[src/rtl/mempool_remote_link_buffer.sv]
`default_nettype none
// ============================================================================
//  Module      : mempool_remote_link_buffer (with helper mempool_link_fifo)
//  Description : Elastic pipeline stage on one inter-group TCDM link.
//                A registered request FIFO forwards requests from the
//                initiator group to the target group. A registered response
//                FIFO returns responses. An outstanding-transaction counter
//                throttles request acceptance so that every accepted request
//                is guaranteed a free response slot (MaxOutstanding must not
//                exceed RespDepth).
//  Ports       : clk_i / rst_i           clock, synchronous active-high reset
//                mst_req_*               request in  (valid/ready)
//                slv_req_*               request out (valid/ready)
//                slv_resp_*              response in (valid/ready)
//                mst_resp_*              response out (valid/ready)
//                outstanding_o           requests accepted but not answered
//                stall_req_cnt_o         (MEMPOOL_LINK_STATS_EN only)
//                stall_resp_cnt_o        (MEMPOOL_LINK_STATS_EN only)
//  Options     : define MEMPOOL_LINK_STATS_EN to add the two 32-bit stall
//                counters.
//  Revision    : 1.0 - initial release
// ============================================================================

// ----------------------------------------------------------------------------
// Registered (non fall-through) FIFO. Depth must be a power of two so the
// pointers wrap naturally; the extra count bit separates full from empty.
// The parent never pushes when full nor pops when empty.
// ----------------------------------------------------------------------------
module mempool_link_fifo #(
    parameter int unsigned Width = 8,
    parameter int unsigned Depth = 2
) (
    input  logic             clk_i,
    input  logic             rst_i,
    input  logic [Width-1:0] data_i,
    input  logic             push_i,
    input  logic             pop_i,
    output logic [Width-1:0] data_o,
    output logic             empty_o,
    output logic             full_o
);
    localparam int unsigned         c_PTR_W = $clog2(Depth);
    localparam int unsigned         c_CNT_W = c_PTR_W + 1;
    localparam logic [c_CNT_W-1:0]  c_DEPTH = c_CNT_W'(Depth);

    logic [Width-1:0]   mem_q [Depth];
    logic [c_PTR_W-1:0] wptr_q;
    logic [c_PTR_W-1:0] rptr_q;
    logic [c_CNT_W-1:0] cnt_q;

    always_ff @(posedge clk_i) begin
        if (rst_i) begin
            wptr_q <= '0;
            rptr_q <= '0;
            cnt_q  <= '0;
        end else begin
            if (push_i) wptr_q <= wptr_q + c_PTR_W'(1);
            if (pop_i)  rptr_q <= rptr_q + c_PTR_W'(1);
            case ({push_i, pop_i})
                2'b10:   cnt_q <= cnt_q + c_CNT_W'(1);
                2'b01:   cnt_q <= cnt_q - c_CNT_W'(1);
                default: cnt_q <= cnt_q;
            endcase
        end
    end

    // Storage carries no reset: entries are only observed while count > 0.
    always_ff @(posedge clk_i) begin
        if (push_i) mem_q[wptr_q] <= data_i;
    end

    assign data_o  = mem_q[rptr_q];
    assign empty_o = (cnt_q == '0);
    assign full_o  = (cnt_q == c_DEPTH);
endmodule

module mempool_remote_link_buffer #(
    parameter int unsigned ReqWidth       = 64,
    parameter int unsigned RespWidth      = 48,
    parameter int unsigned ReqDepth       = 2,
    parameter int unsigned RespDepth      = 4,
    parameter int unsigned MaxOutstanding = 4
) (
    input  logic                                  clk_i,
    input  logic                                  rst_i,
    input  logic [ReqWidth-1:0]                   mst_req_i,
    input  logic                                  mst_req_valid_i,
    output logic                                  mst_req_ready_o,
    output logic [ReqWidth-1:0]                   slv_req_o,
    output logic                                  slv_req_valid_o,
    input  logic                                  slv_req_ready_i,
    input  logic [RespWidth-1:0]                  slv_resp_i,
    input  logic                                  slv_resp_valid_i,
    output logic                                  slv_resp_ready_o,
    output logic [RespWidth-1:0]                  mst_resp_o,
    output logic                                  mst_resp_valid_o,
    input  logic                                  mst_resp_ready_i,
    output logic [$clog2(MaxOutstanding+1)-1:0]   outstanding_o
`ifdef MEMPOOL_LINK_STATS_EN
    ,
    output logic [31:0]                           stall_req_cnt_o,
    output logic [31:0]                           stall_resp_cnt_o
`endif
);
    localparam int unsigned         c_OUT_W   = $clog2(MaxOutstanding + 1);
    localparam logic [c_OUT_W-1:0]  c_OUT_MAX = c_OUT_W'(MaxOutstanding);

    logic               w_req_push;
    logic               w_req_pop;
    logic               w_req_empty;
    logic               w_req_full;
    logic               w_resp_push;
    logic               w_resp_pop;
    logic               w_resp_empty;
    logic               w_resp_full;
    logic [c_OUT_W-1:0] outstanding_q;
    logic [c_OUT_W-1:0] outstanding_d;

    // Acceptance depends only on registered state (and reset), never on the
    // downstream ready, so no combinational path crosses the stage.
    assign mst_req_ready_o  = !rst_i && !w_req_full && (outstanding_q < c_OUT_MAX);
    assign slv_req_valid_o  = !w_req_empty;
    assign slv_resp_ready_o = !rst_i && !w_resp_full;
    assign mst_resp_valid_o = !w_resp_empty;

    assign w_req_push  = mst_req_valid_i  && mst_req_ready_o;
    assign w_req_pop   = slv_req_valid_o  && slv_req_ready_i;
    assign w_resp_push = slv_resp_valid_i && slv_resp_ready_o;
    assign w_resp_pop  = mst_resp_valid_o && mst_resp_ready_i;

    mempool_link_fifo #(
        .Width (ReqWidth),
        .Depth (ReqDepth)
    ) u_req_fifo (
        .clk_i   (clk_i),
        .rst_i   (rst_i),
        .data_i  (mst_req_i),
        .push_i  (w_req_push),
        .pop_i   (w_req_pop),
        .data_o  (slv_req_o),
        .empty_o (w_req_empty),
        .full_o  (w_req_full)
    );

    mempool_link_fifo #(
        .Width (RespWidth),
        .Depth (RespDepth)
    ) u_resp_fifo (
        .clk_i   (clk_i),
        .rst_i   (rst_i),
        .data_i  (slv_resp_i),
        .push_i  (w_resp_push),
        .pop_i   (w_resp_pop),
        .data_o  (mst_resp_o),
        .empty_o (w_resp_empty),
        .full_o  (w_resp_full)
    );

    // A transaction is outstanding from request acceptance until its response
    // leaves towards the initiator. Decrement saturates at zero.
    always_comb begin
        outstanding_d = outstanding_q;
        if (w_req_push && !w_resp_pop) begin
            outstanding_d = outstanding_q + c_OUT_W'(1);
        end else if (!w_req_push && w_resp_pop && (outstanding_q != '0)) begin
            outstanding_d = outstanding_q - c_OUT_W'(1);
        end
    end

    always_ff @(posedge clk_i) begin
        if (rst_i) outstanding_q <= '0;
        else       outstanding_q <= outstanding_d;
    end

    assign outstanding_o = outstanding_q;

`ifdef MEMPOOL_LINK_STATS_EN
    logic [31:0] stall_req_cnt_q;
    logic [31:0] stall_resp_cnt_q;

    always_ff @(posedge clk_i) begin
        if (rst_i) begin
            stall_req_cnt_q  <= '0;
            stall_resp_cnt_q <= '0;
        end else begin
            if (mst_req_valid_i && !mst_req_ready_o)
                stall_req_cnt_q <= stall_req_cnt_q + 32'd1;
            if (mst_resp_valid_o && !mst_resp_ready_i)
                stall_resp_cnt_q <= stall_resp_cnt_q + 32'd1;
        end
    end

    assign stall_req_cnt_o  = stall_req_cnt_q;
    assign stall_resp_cnt_o = stall_resp_cnt_q;
`endif

`ifndef SYNTHESIS
    // A response leaving with nothing outstanding means the target answered
    // a request that never crossed this link.
    a_no_underflow: assert property (@(posedge clk_i) disable iff (rst_i)
        !(w_resp_pop && (outstanding_q == '0)));
    a_no_overflow: assert property (@(posedge clk_i) disable iff (rst_i)
        (outstanding_q <= c_OUT_MAX));
`endif

endmodule
`default_nettype wire

[config.mk]
export PLATFORM = sky130hd
export DESIGN_NAME = mempool_remote_link_buffer
export DESIGN_NICKNAME = d
export VERILOG_FILES = /design/src/rtl/mempool_remote_link_buffer.sv
export SDC_FILE = /design/constraint.sdc
export NUM_CORES = 1
export LEC_CHECK = 0
export BUFFER_PORTS_ARGS = -buffer_cell sky130_fd_sc_hd__clkbuf_2
export CAP_MARGIN = 20
export CORE_MARGIN = 8
export CORE_UTILIZATION = 30
export CTS_BUF_LIST = sky130_fd_sc_hd__clkbuf_4
export DETAILED_ROUTE_END_ITERATION = 7
export MAX_ROUTING_LAYER = met4
export REMOVE_ABC_BUFFERS = 1
export SLEW_MARGIN = 5
export SYNTH_ARGS = -nofsm -noshare
export SYNTH_HDL_FRONTEND = slang
export SYNTH_SLANG_ARGS = --single-unit
[constraint.sdc]
create_clock -name clk_i -period 6.6 [get_ports clk_i]
set_clock_uncertainty 0.2 [all_clocks]
set_input_delay 0.33 -clock clk_i [delete_from_list [all_inputs] [get_ports clk_i]]
set_output_delay 0.33 -clock clk_i [all_outputs]
set_load 0.02 [all_outputs]
# Word level (Yosys, flattened, before mapping)
# Memory sizes are Yosys's and may differ from the RTL's. A register that Yosys moved wholly into a read port is not among the register bits.
# Cells that the tools add are included.
classes:
  add_sub_neg: 10
  order_cmp: 1
  n_eq_ne: 6
  n_mux: 12
  reduce_logical: 23
ops:
  columns: ["operator", "n"]
  rows:
  - ["1-bit logical AND", 10]
  - ["1-bit zero test", 7]
  - ["2-bit by 1-bit adder with 2-bit output (second input constant)", 3]
  - ["3-bit by 1-bit adder with 3-bit output (second input constant)", 2]
  - ["2-bit == test (second input constant)", 3]
  - ["1-bit 2-to-1 mux", 6]
  - ["3-bit 2-to-1 mux", 2]
  - ["3-bit case mux with 2 select lines", 1]
  - ["2-bit nonzero test", 3]
  - ["3-bit by 1-bit subtractor with 3-bit output (second input constant)", 2]
  - ["2-bit by 1-bit == test with 1-bit output (second input constant)", 2]
  - ["2-bit 2-to-1 mux", 2]
  - ["2-bit case mux with 2 select lines", 1]
  - ["3-bit == test (second input constant)", 1]
  - ["3-bit zero test", 1]
  - ["3-bit < comparator (second input constant)", 1]
  - ["3-bit nonzero test", 1]
  - ["1-bit adder (second input constant)", 2]
  - ["2-bit zero test", 1]
  - ["2-bit by 1-bit subtractor with 2-bit output (second input constant)", 1]
word_totals:
  regBits: 14
  mem_bits_rw: 320
  in_bits: 118
  out_inout_bits: 119
  word_cells: 61
  mem_count: 2
mem_list:
  columns: ["memory", "words", "width", "read_ports", "rd_ports_with_merged_regs", "wr", "line_no", "rtl"]
  rows:
  - ["u_resp_fifo.mem_q", 4, 48, 1, 1, 1, "46", "logic [Width-1:0] mem_q [Depth];"]
  - ["u_req_fifo.mem_q", 2, 64, 1, 1, 1, "46", null]

# Longest topological paths before layout
# Gate-level depths: netlist (run 1).
logic_depth:
  word_depth: 10
  ltp_mapped: 9
  ltp_nobuf: 9

# Hierarchy
# Synthesis (run 1) repeated with hierarchy kept, for this count alone.
unflattened:
  hier_cells: 551
  area_unflattened_um2: 12419.4
modules_own_cells:
  columns: ["mod", "instances", "cells_each", "area_each_um2", "seq_area_each_um2"]
  rows:
  - ["mempool_link_fifo at u_resp_fifo", 1, 297, 7352.1, 5945.7]
  - ["mempool_link_fifo at u_req_fifo", 1, 221, 4819.6, 3943.8]
  - ["mempool_remote_link_buffer", 1, 33, 247.7, 60.1]

# Least setup slack after synthesis (run 1)
# OpenSTA, ideal clock, no wires.
synth_path:
  kind: "register -> register"
  start: "reg outstanding_q[2] (netlist: outstanding_o[2])"
  end: "mem u_req_fifo.mem_q[0][0] in the netlist's numbering, enable pin"
  setup_ps: 486
  t_arrival_ps: 3708
  t_required_ps: 5914
  slack_ps: 2206
  path_stages_with_launch: 6
  n_path_buf: 1
  synth_period_minus_slack_ps: 4394
  cell_sequence: "dfxtp_1 nor2_1 and3_1 clkbuf_1 inv_1 nor2_1"
synth_between:
  elab_chain_len: 5
synth_rtl:
  columns: ["item", "line_no", "rtl"]
  rows:
  - ["start: declaration", "116", "logic [c_OUT_W-1:0] outstanding_q;"]
  - ["start signal: assignment", "172", "else outstanding_q <= outstanding_d;"]
  - ["3-bit < comparator", "121", "assign mst_req_ready_o = !rst_i && !w_req_full && (outstanding_q < c_OUT_MAX);"]
  - ["1-bit logical AND", "121", null]
  - ["1-bit logical AND", "126", "assign w_req_push = mst_req_valid_i && mst_req_ready_o;"]
  - ["1-bit 2-to-1 mux", "69", "if (push_i) mem_q[wptr_q] <= data_i;"]
  - ["1-bit 2-to-1 mux (implied by the code)", "69", null]
  - ["end: declaration", "46", null]
# Every way passes these cells.

==> flow_summary.toml, run 1 <==
[outcome]
status = "complete, no violations"

[final_layout]
nNetsFinal = 1123
multiInputGateArea_sq_um = 2359
syn2layout_area_growth_pct = 33.96
final_area_sq_um = 16620
drive_above_1_share = 0.4850
postLayoutCoreUtil = 0.4071
instances_no_fill = 1603
nFillCells = 3723
register_area_sq_um = 9956

[floorplan]
start_util = 0.3039
die_h_um = 219.4
chipWidth_um = 219.4
boundaryPins = 237
num_rows = 74
fp.coreArea_sq_um = 40830
dieArea_sq_um = 48130

[worst_hold_path]
hold_class = "input port to flop"
hold_depth = 2

[power_and_ir_drop]
pwr-share-comb = 0.257
p_int_mw = 4.065
net-switching-power_mw = 1.789
powerDensity_nw_per_um2 = 352.2
power_leakage_nw = 5.977
power_frac_seq = 0.441
switching_share = 0.3056
total_power_mw = 5.855
power_frac_clock = 0.302
peakVddDrop_v = 0.0002063

[logic_synthesis]
synth_most_common_cell = "edfxtp_1"
synth_area_leaders = "edfxtp_1, mux4_2, mux2_2, dfxtp_1, ha_1"
syn_inst = 556
yosys.area.top_type_share = 0.7743
synth_edf_count = 320
seq_area_frac_synth = 0.8018
ys_seq_elements = 337
ys_warn_count = 0
synth_cell_types = 34
syn-cell-area_sq_um = 12410
synth-main-ff-cell = "edfxtp_1"
synth_top_area_cell = "edfxtp_1"
synthArstFlopShare = 0
avgSynthCellArea_sq_um = 22.32
ys_top_cells_by_count = "edfxtp_1, mux2_2, mux4_2, dfxtp_1, nor2_1"

[timing]
rsz0062_at_grt = "no"
slew_viol_final = 0
setup_slack_ns = 3.362
holdWs_ns = 0.1296
min_period_ns = 3.238
worst_pin_slew_ns = 0.9999
setup_viol = 0
min_period_over_period = 0.4905
relSlewSlack = 0.3334
hold_viol = 0
max_freq_ghz = 0.3089
setup_tns_ns = 0

[grt]
antenna_found_initial = 3
grt_max_degree = 65
grt_pass1_vias = 7788
track_usage = 0.1175
grt-ovfl-total = 0
grt_first_pass_wirelength_mm = 42.34

[clocking]
cts_tree = "done"
cts_buffer_depth = 3
path_clk_slew_ns = 0.06
clock_latency_ns = 0.74
numClockSinks = 337
cts_inserted_buffers = 93
root_buffer = "clkbuf_4"
cts_max_level = 3
postCtsSetupBuffers = 0

[critical_path]
end_kind = "primary output"
timing.rr.end = "u_resp_fifo.cnt_q[2]$_SDFFE_PP0P_"
crit_chain = "buf_4 > mux4_2 > clkbuf_2"
cp.arrival_ns = 2.71
crit_family = "buffers and inverters"
slowest_delay_ns = 0.74
path_class = "flop to primary output"
reg2reg_from = "u_resp_fifo.cnt_q[0]$_SDFFE_PP0P_"
worst_r2r_path_depth = 9
r2r_slack_ns = 3.81
startpoint_type = "flop"
critPathMaxFanout = 48
cpMaxStageDelayCell = "buf_4"
cp.required_ns = 6.07
worstSetupEndpoint = "mst_resp_o[41]"
worst-path-buf-inv = 2
crit_cells = 3

[detailed_routing]
detail-route-antenna-nets = 0
drtIter0Drc = 359
first_pass_iters = 4
dr_total_vias = 6989
drt-wirelength-per-cell_um = 17.33
via_per_inst = 4.360
wl_mm = 27.78
drc_errors = 0

[place]
pre_cts_slack_ns = 3.686
routabilityCongestion = 0.7035
dp_hpwl_mm = 16.76
dp_cells = 1313
io_buffer_count = 236
post_dp_cell_area_sq_um = 14260

[run]
drv_cap = 0
[power by group through the flow]
stage | registers (mW) | clock network, mW | logic, mW
after global routing | 2.59 | 1.96 | 1.63
after detailed placement | 2.63 | 0 | 1.47
after global placement | 2.62 | 0 | 1.46
final | 2.58 | 1.77 | 1.51
after CTS | 2.58 | 1.85 | 1.54
after floorplan | 2.73 | 0 | 0.870
[flip-flops by register name, indices dropped and copies added, names as in the netlist, named ones only]
name	cells
outstanding_o	3
u_resp_fifo.rptr_q	2
u_resp_fifo.wptr_q	2
u_req_fifo.rptr_q	1
u_resp_fifo.mem_q	192
u_req_fifo.mem_q	128
u_resp_fifo.cnt_q	3
u_req_fifo.wptr_q	1
u_req_fifo.cnt_q	2
[repair_timing]
item,CTS,global route
hold endpoints to repair,337,0
gates resized for setup,0,0
hold buffers,121,0
[layout make-up]
class,instances,area share
sequential,337,0.5989
timing repair buffer,366,0.1480
multi-input combinational,190,0.1419
clock buffer,130,0.05871
tap,532,0.04004
clock inverter,36,0.01001
inverter,9,0.002032
antenna,3,0.0004516
[layer usage]
| metal | vias to the layer above | part of all wire | GRT usage |
|---|---|---|---|
| met5 | - | 0 | - |
| met4 | 0 | 0.025 | 0.05093 |
| met3 | 61 | 0.098 | 0.04902 |
| met2 | 286 | 0.44 | 0.1736 |
| met1 | 3424 | 0.43 | 0.1399 |
| li1 | 3218 | - | - |
[how the worst min path moves through the flow]
stage	startpoint	endpoint	slack (ns)
2_1_floorplan	rst_i	u_req_fifo.cnt_q[1]$_SDFFE_PP0P_	0.20
3_3_place_gp	u_req_fifo.cnt_q[1]$_SDFFE_PP0P_	u_req_fifo.cnt_q[1]$_SDFFE_PP0P_	0.28
3_5_place_dp	u_req_fifo.rptr_q$_SDFFE_PP0P_	flop	0.31
4_1_cts	mst_req_i[12]	u_req_fifo.mem_q[1][12]$_DFFE_PP_	0.03
5_1_grt	mst_req_i[55]	u_req_fifo.mem_q[1][55]$_DFFE_PP_	0.04
6_report	mst_req_i[48]	u_req_fifo.mem_q[0][48]$_DFFE_PP_	0.13
[layout by cell type, fill, tap and decap left out, types with 5 or more instances in the layout]
cell type	instances
mux4_2	48
clkinv_1	21
xnor2_1	6
inv_1	8
a31oi_1	5
edfxtp_1	320
and2_2	6
clkinv_2	8
o21ai_0	7
dlygate4sd3_1	121
dfxtp_1	14
mux2_2	64
nor2_1	14
clkbuf_2	236
clkbuf_4	130
buf_4	9
nand2_1	5
ha_1	6
[cells by family after synthesis]
family                     share of synthesized area
AOI/OAI and AO/OA                            0.01049
xor gates and xnor gates                    0.007058
adders and majority gates                   0.009276
buffers and inverters                       0.009275
DFF                                           0.8018
muxes                                         0.1452
and+or+nand+nor                              0.01694
(Power assumes the default switching activity.)
==> run 2: changes to the inputs <==
- clock period: 6.6 -> 2.9 ns (I/O delays scaled with it)
==> flow_summary.toml, run 2 (same netlist as run 1, synthesis figures left out) <==
[outcome]
status = "complete, no violations"

[detailed_routing]
detail-route-antenna-nets = 0
drtIter0Drc = 353
dr_total_vias = 7464
drt-wirelength-per-cell_um = 17.51
wl_mm = 29.93
via_per_inst = 4.367
first_pass_iters = 4
drc_errors = 0

[final_layout]
registers.top_by_ff_count = "u_resp_fifo.mem_q"
syn2layout_area_growth_pct = 44.95
drive_above_1_share = 0.4365
final_area_sq_um = 17990
reg.largest.list = "u_resp_fifo.mem_q x192, u_req_fifo.mem_q x128"
layout_commonest_cell = "edfxtp_1"
final_cell_mix = "edfxtp_1, clkbuf_2, dlygate4sd3_1, clkbuf_4, mux2_2"
nFillCells = 3558
largest_register_ffs = 192
instances_no_fill = 1709
nNetsFinal = 1244
postLayoutCoreUtil = 0.4405

[timing]
min_period_ns = 2.747
relSlewSlack = 0.7161
rsz0062_at_grt = "no"
slew_viol_final = 0
worst_pin_slew_ns = 0.4259
max_freq_ghz = 0.3640
setup_viol = 0
min_period_over_period = 0.9473
holdWs_ns = 0.1875
hold_viol = 0

[critical_path]
cpMaxStageDelayCell = "dlygate4sd3_1"
path_class = "flop to flop"
startpoint_type = "flop"
cp.required_ns = 3.37
cp.arrival_ns = 3.22
crit_chain = "o31ai_4 > inv_2 > ha_1 > dlygate4sd3_1 > or3_2 > a21oi_1"
slowest_delay_ns = 0.63
critPathMaxFanout = 7
end_kind = "flop"

[power_and_ir_drop]
total_power_mw = 13.55
powerDensity_nw_per_um2 = 753.6
power_leakage_nw = 6.510
peakVddDrop_v = 0.0005209

[floorplan]
die_h_um = 219.4
num_rows = 74
start_util = 0.3039
boundaryPins = 237
chipWidth_um = 219.4
dieArea_sq_um = 48130
fp.coreArea_sq_um = 40830

[place]
routabilityCongestion = 0.7068
dp_cells = 1326
dp_hpwl_mm = 18.00
io_buffer_count = 236
post_dp_cell_area_sq_um = 14540

[clocking]
path_clk_slew_ns = 0.07
cts_tree = "done"
clock_latency_ns = 0.74
cts_buffer_depth = 3
cts_inserted_buffers = 89
cts_max_level = 3
root_buffer = "clkbuf_4"
numClockSinks = 337

[grt]
grt_max_degree = 58
antenna_found_initial = 4
track_usage = 0.1281
grt_pass1_vias = 8537
grt-ovfl-total = 0
grt_first_pass_wirelength_mm = 46.14

[worst_hold_path]
hold_class = "input port to flop"

[run]
drv_cap = 0
[run 2: worst max-delay path, delay by kind of cell (launching register included)]
kind / cells / cell delay (ns)
AOI/OAI and AO/OA: 2 / 0.57
DFF: 1 / 0.37
buffers and inverters: 2 / 0.78
adders and majority gates: 1 / 0.31
and+or+nand+nor: 1 / 0.46
[run 2: what timing repair did]
item,CTS,global route
buffers inserted,0,0
hold buffers,232,0
resized for setup,5,0
gates cloned,0,1
pin swaps,0,1
endpoints found under the setup margin,11,20
hold endpoints to repair,370,0
[run 2: final timing paths]
check,start,end,slack (ns),cells past startpoint
worst min-delay path,mst_resp_ready_i,outstanding_o[1]$_SDFFE_PP0P_,0.19,5
worst min register to register,u_req_fifo.cnt_q[1]$_SDFFE_PP0P_,u_req_fifo.cnt_q[1]$_SDFFE_PP0P_,0.30,2
worst max-delay path,u_resp_fifo.cnt_q[1]$_SDFFE_PP0P_,u_resp_fifo.cnt_q[2]$_SDFFE_PP0P_,0.15,6
worst max register to register,u_resp_fifo.cnt_q[1]$_SDFFE_PP0P_,u_resp_fifo.cnt_q[2]$_SDFFE_PP0P_,0.15,6
[run 2: cell type report]
| type | count | area (sq um) | share of cell area |
|---|---|---|---|
| sequential | 337 | 9956 | 0.5535 |
| timing repair buffer | 491 | 3894 | 0.2165 |
| multi-input combinational | 190 | 2359 | 0.1311 |
| clock buffer | 112 | 840.8 | 0.04674 |
| tap | 532 | 665.6 | 0.03701 |
| clock inverter | 34 | 229.0 | 0.01273 |
| inverter | 9 | 33.78 | 0.001878 |
| antenna | 4 | 10.01 | 0.0005565 |
[run 2: routing by layer]
layer / global-route usage / part of all wire / wire length, um / vias up
met5: - / 0 / 0 / -
met4: 0.05672 / 0.026 / 775 / 0
met3: 0.04902 / 0.088 / 2639 / 59
met2: 0.1994 / 0.47 / 14150 / 289
met1: 0.1462 / 0.41 / 12360 / 3668
li1: - / - / - / 3448
[run 2: power breakdown]
part / internal [mW] / leakage (nW) / total [mW] / switching (mW)
Clock: 2.08 / 0.627 / 3.94 / 1.86
Combinational: 1.66 / 2.83 / 3.67 / 2.01
Sequential: 5.73 / 3.06 / 5.95 / 0.220
[run 2: metrics by stage]
stage,TNS [ns],setup WS [ns]
floorplan,-116.22,-1.409
global placement,0,0.5360
detailed placement,0,0.4768
CTS,-0.03463,-0.01601
global route,0,0.01964
finish,0,0.1528
==> run 3: changes to the inputs <==
- ABC_AREA: default -> 1
==> flow_summary.toml, run 3 <==
[critical_path]
path_class = "flop to flop"
r2r_slack_ns = 0.18
reg2reg_from = "u_resp_fifo.cnt_q[0]$_SDFFE_PP0P_"
cp.required_ns = 3.29
critPathMaxFanout = 9
timing.rr.end = "u_resp_fifo.cnt_q[1]$_SDFFE_PP0P_"
worst_r2r_path_depth = 10
end_kind = "flop"
cp.arrival_ns = 3.11
startpoint_type = "flop"

[clocking]
cts_buffer_depth = 3
root_buffer = "clkbuf_4"
numClockSinks = 337
path_clk_slew_ns = 0.06
cts_tree = "done"
cts_inserted_buffers = 86
postCtsSetupBuffers = 0
cts_max_level = 3
clock_latency_ns = 0.71

[worst_hold_path]
hold_class = "input port to flop"
holdCritStartpoint = "slv_req_ready_i"
hold_depth = 5
min_to = "u_req_fifo.rptr_q$_SDFFE_PP0P_"

[logic_synthesis]
synth_most_common_cell = "edfxtp_1"
synth_cell_types = 22
synth_top_area_cell = "edfxtp_1"
avgSynthCellArea_sq_um = 16.13
synth-main-ff-cell = "edfxtp_1"
ys_top_cells_by_count = "edfxtp_1, nor2_1, o21ai_0, mux2_2, o22ai_1"
seq_area_frac_synth = 0.7948
syn_inst = 776
yosys.area.top_type_share = 0.7676
synth_edf_count = 320
synthArstFlopShare = 0
syn-cell-area_sq_um = 12520
synth_area_leaders = "edfxtp_1, mux2_2, o21ai_0, nor2_1, dfxtp_1"
ys_seq_elements = 337
ys_warn_count = 0

[grt]
grt-ovfl-total = 0
track_usage = 0.1337
grt_first_pass_wirelength_mm = 48.73
grt_max_degree = 97
grt_pass1_vias = 8886
antenna_found_initial = 5

[final_layout]
nNetsFinal = 1435
largest_register_ffs = 192
drive_above_1_share = 0.3424
instances_no_fill = 1902
multiInputGateArea_sq_um = 2333
registers.top_by_ff_count = "u_resp_fifo.mem_q"
syn2layout_area_growth_pct = 42.52
layout_commonest_cell = "edfxtp_1"
final_cell_mix = "edfxtp_1, clkbuf_2, dlygate4sd3_1, clkbuf_4, nor2_1"
reg.largest.list = "u_resp_fifo.mem_q x192, u_req_fifo.mem_q x128"
register_area_sq_um = 9956
nFillCells = 3767

[timing]
setup_viol = 0
min_period_ns = 2.723
setup_tns_ns = 0
hold_viol = 0
holdWs_ns = 0.1185
min_period_over_period = 0.9391
worst_pin_slew_ns = 0.4861
relSlewSlack = 0.6751
slew_viol_final = 0
rsz0062_at_grt = "no"
max_freq_ghz = 0.3672

[place]
routabilityCongestion = 0.7404
io_buffer_count = 236
dp_cells = 1529
dp_hpwl_mm = 18.45

[floorplan]
fp.coreArea_sq_um = 41570
chipWidth_um = 220.3
dieArea_sq_um = 48520
start_util = 0.3011
boundaryPins = 237
die_h_um = 220.3
num_rows = 75

[detailed_routing]
dr_total_vias = 8432
drtIter0Drc = 528
drt-wirelength-per-cell_um = 16.97
detail-route-antenna-nets = 0
drc_errors = 0
via_per_inst = 4.433
first_pass_iters = 4
wl_mm = 32.28

[power_and_ir_drop]
powerDensity_nw_per_um2 = 711.8
peakVddDrop_v = 0.0004003
power_leakage_nw = 6.607

[run]
drv_cap = 0

[outcome]
status = "complete, no violations"
==> run 3: changes by cell type after synthesis, moves of 6 or more <==
cell,change
o21ai_1,+7
buf_4,+7
mux4_2,-48
o22ai_1,+48
inv_1,+14
nor2_1,+96
buf_2,+9
and2_1,-7
a21oi_1,+13
o21ai_0,+96
xnor2_1,-6
==> run 3: final cells by class <==
cell class | instances | area share
flip-flops and latches | 337 | 0.5580
repair buffers | 484 | 0.2107
multi-input cells | 376 | 0.1308
clock buffers | 123 | 0.05176
well taps | 539 | 0.03780
inverters | 24 | 0.005190
clock inverters | 14 | 0.005049
diodes | 5 | 0.0007013
==> run 3: kinds of logic after synthesis <==
group,count (synthesis),synth area share
buffers and inverters,63,0.02239
adders and majority gates,8,0.009195
AOI/OAI and AO/OA,176,0.07546
muxes,64,0.05757
and+or+nand+nor,128,0.04058
DFF,337,0.7948
==> run 3: report_power, final <==
| group | internal, mW | switching (mW) |
|---|---|---|
| Combinational | 1.14 | 1.97 |
| Sequential | 5.65 | 0.101 |
| Clock | 2.01 | 1.83 |
| Total | 8.80 | 3.90 |
==> run 3: per-layer routing <==
metal,vias to the layer above,part of all wire,GRT usage
li1,4043,-,-
met1,4041,0.41,0.1467
met2,294,0.48,0.2224
met3,54,0.089,0.04866
met4,0,0.021,0.04790
met5,-,0,-
==> run 3: worst max-delay path by stage <==
| stage | start | to | cells past startpoint |
|---|---|---|---|
| 3_3_place_gp | u_resp_fifo.cnt_q[0]$_SDFFE_PP0P_ | u_resp_fifo.cnt_q[2]$_SDFFE_PP0P_ | 10 |
| 5_1_grt | u_resp_fifo.cnt_q[0]$_SDFFE_PP0P_ | u_resp_fifo.cnt_q[1]$_SDFFE_PP0P_ | 10 |
| 2_1_floorplan | outstanding_o[2]$_SDFFE_PP0P_ | u_req_fifo.mem_q[0][0]$_DFFE_PP_ | 3 |
| 4_1_cts | flop | mst_resp_o[40] | 5 |
| 3_5_place_dp | u_resp_fifo.cnt_q[0]$_SDFFE_PP0P_ | u_resp_fifo.cnt_q[2]$_SDFFE_PP0P_ | 10 |
| 6_report | u_resp_fifo.cnt_q[0]$_SDFFE_PP0P_ | u_resp_fifo.cnt_q[1]$_SDFFE_PP0P_ | 10 |
==> run 3: what timing repair did <==
| action | CTS | global route |
|---|---|---|
| hold buffers | 231 | 0 |
| setup endpoints to repair | 0 | 11 |
| gates resized for setup | 0 | 2 |
| endpoints found under the hold margin | 657 | 0 |
==> run 3: critical path, cell delays in order (launching register included) <==
cell	delay (ns)
dfxtp_1	0.32
nor2_2	0.16
a21oi_1	0.12
nand2_2	0.25
ha_1	0.20
inv_1	0.07
fa_1	0.54
nor2_1	0.04
a21oi_1	0.11
nor2_1	0.05
dlygate4sd3_1	0.54
==> run 3: through the flow <==
step / instance area (sq um) / setup WS (ns) / util / power, mW
floorplan: 12330 / -1.177 / - / 7.566
global route: 17840 / 0.05287 / 0.4292 / 13.40
finish: 17840 / 0.1767 / 0.4292 / 12.70
global placement: 14500 / 0.5655 / 0.3488 / 8.682
detailed placement: 14500 / 0.5480 / 0.3488 / 8.728
CTS: 17830 / 0.02486 / 0.4288 / 12.91
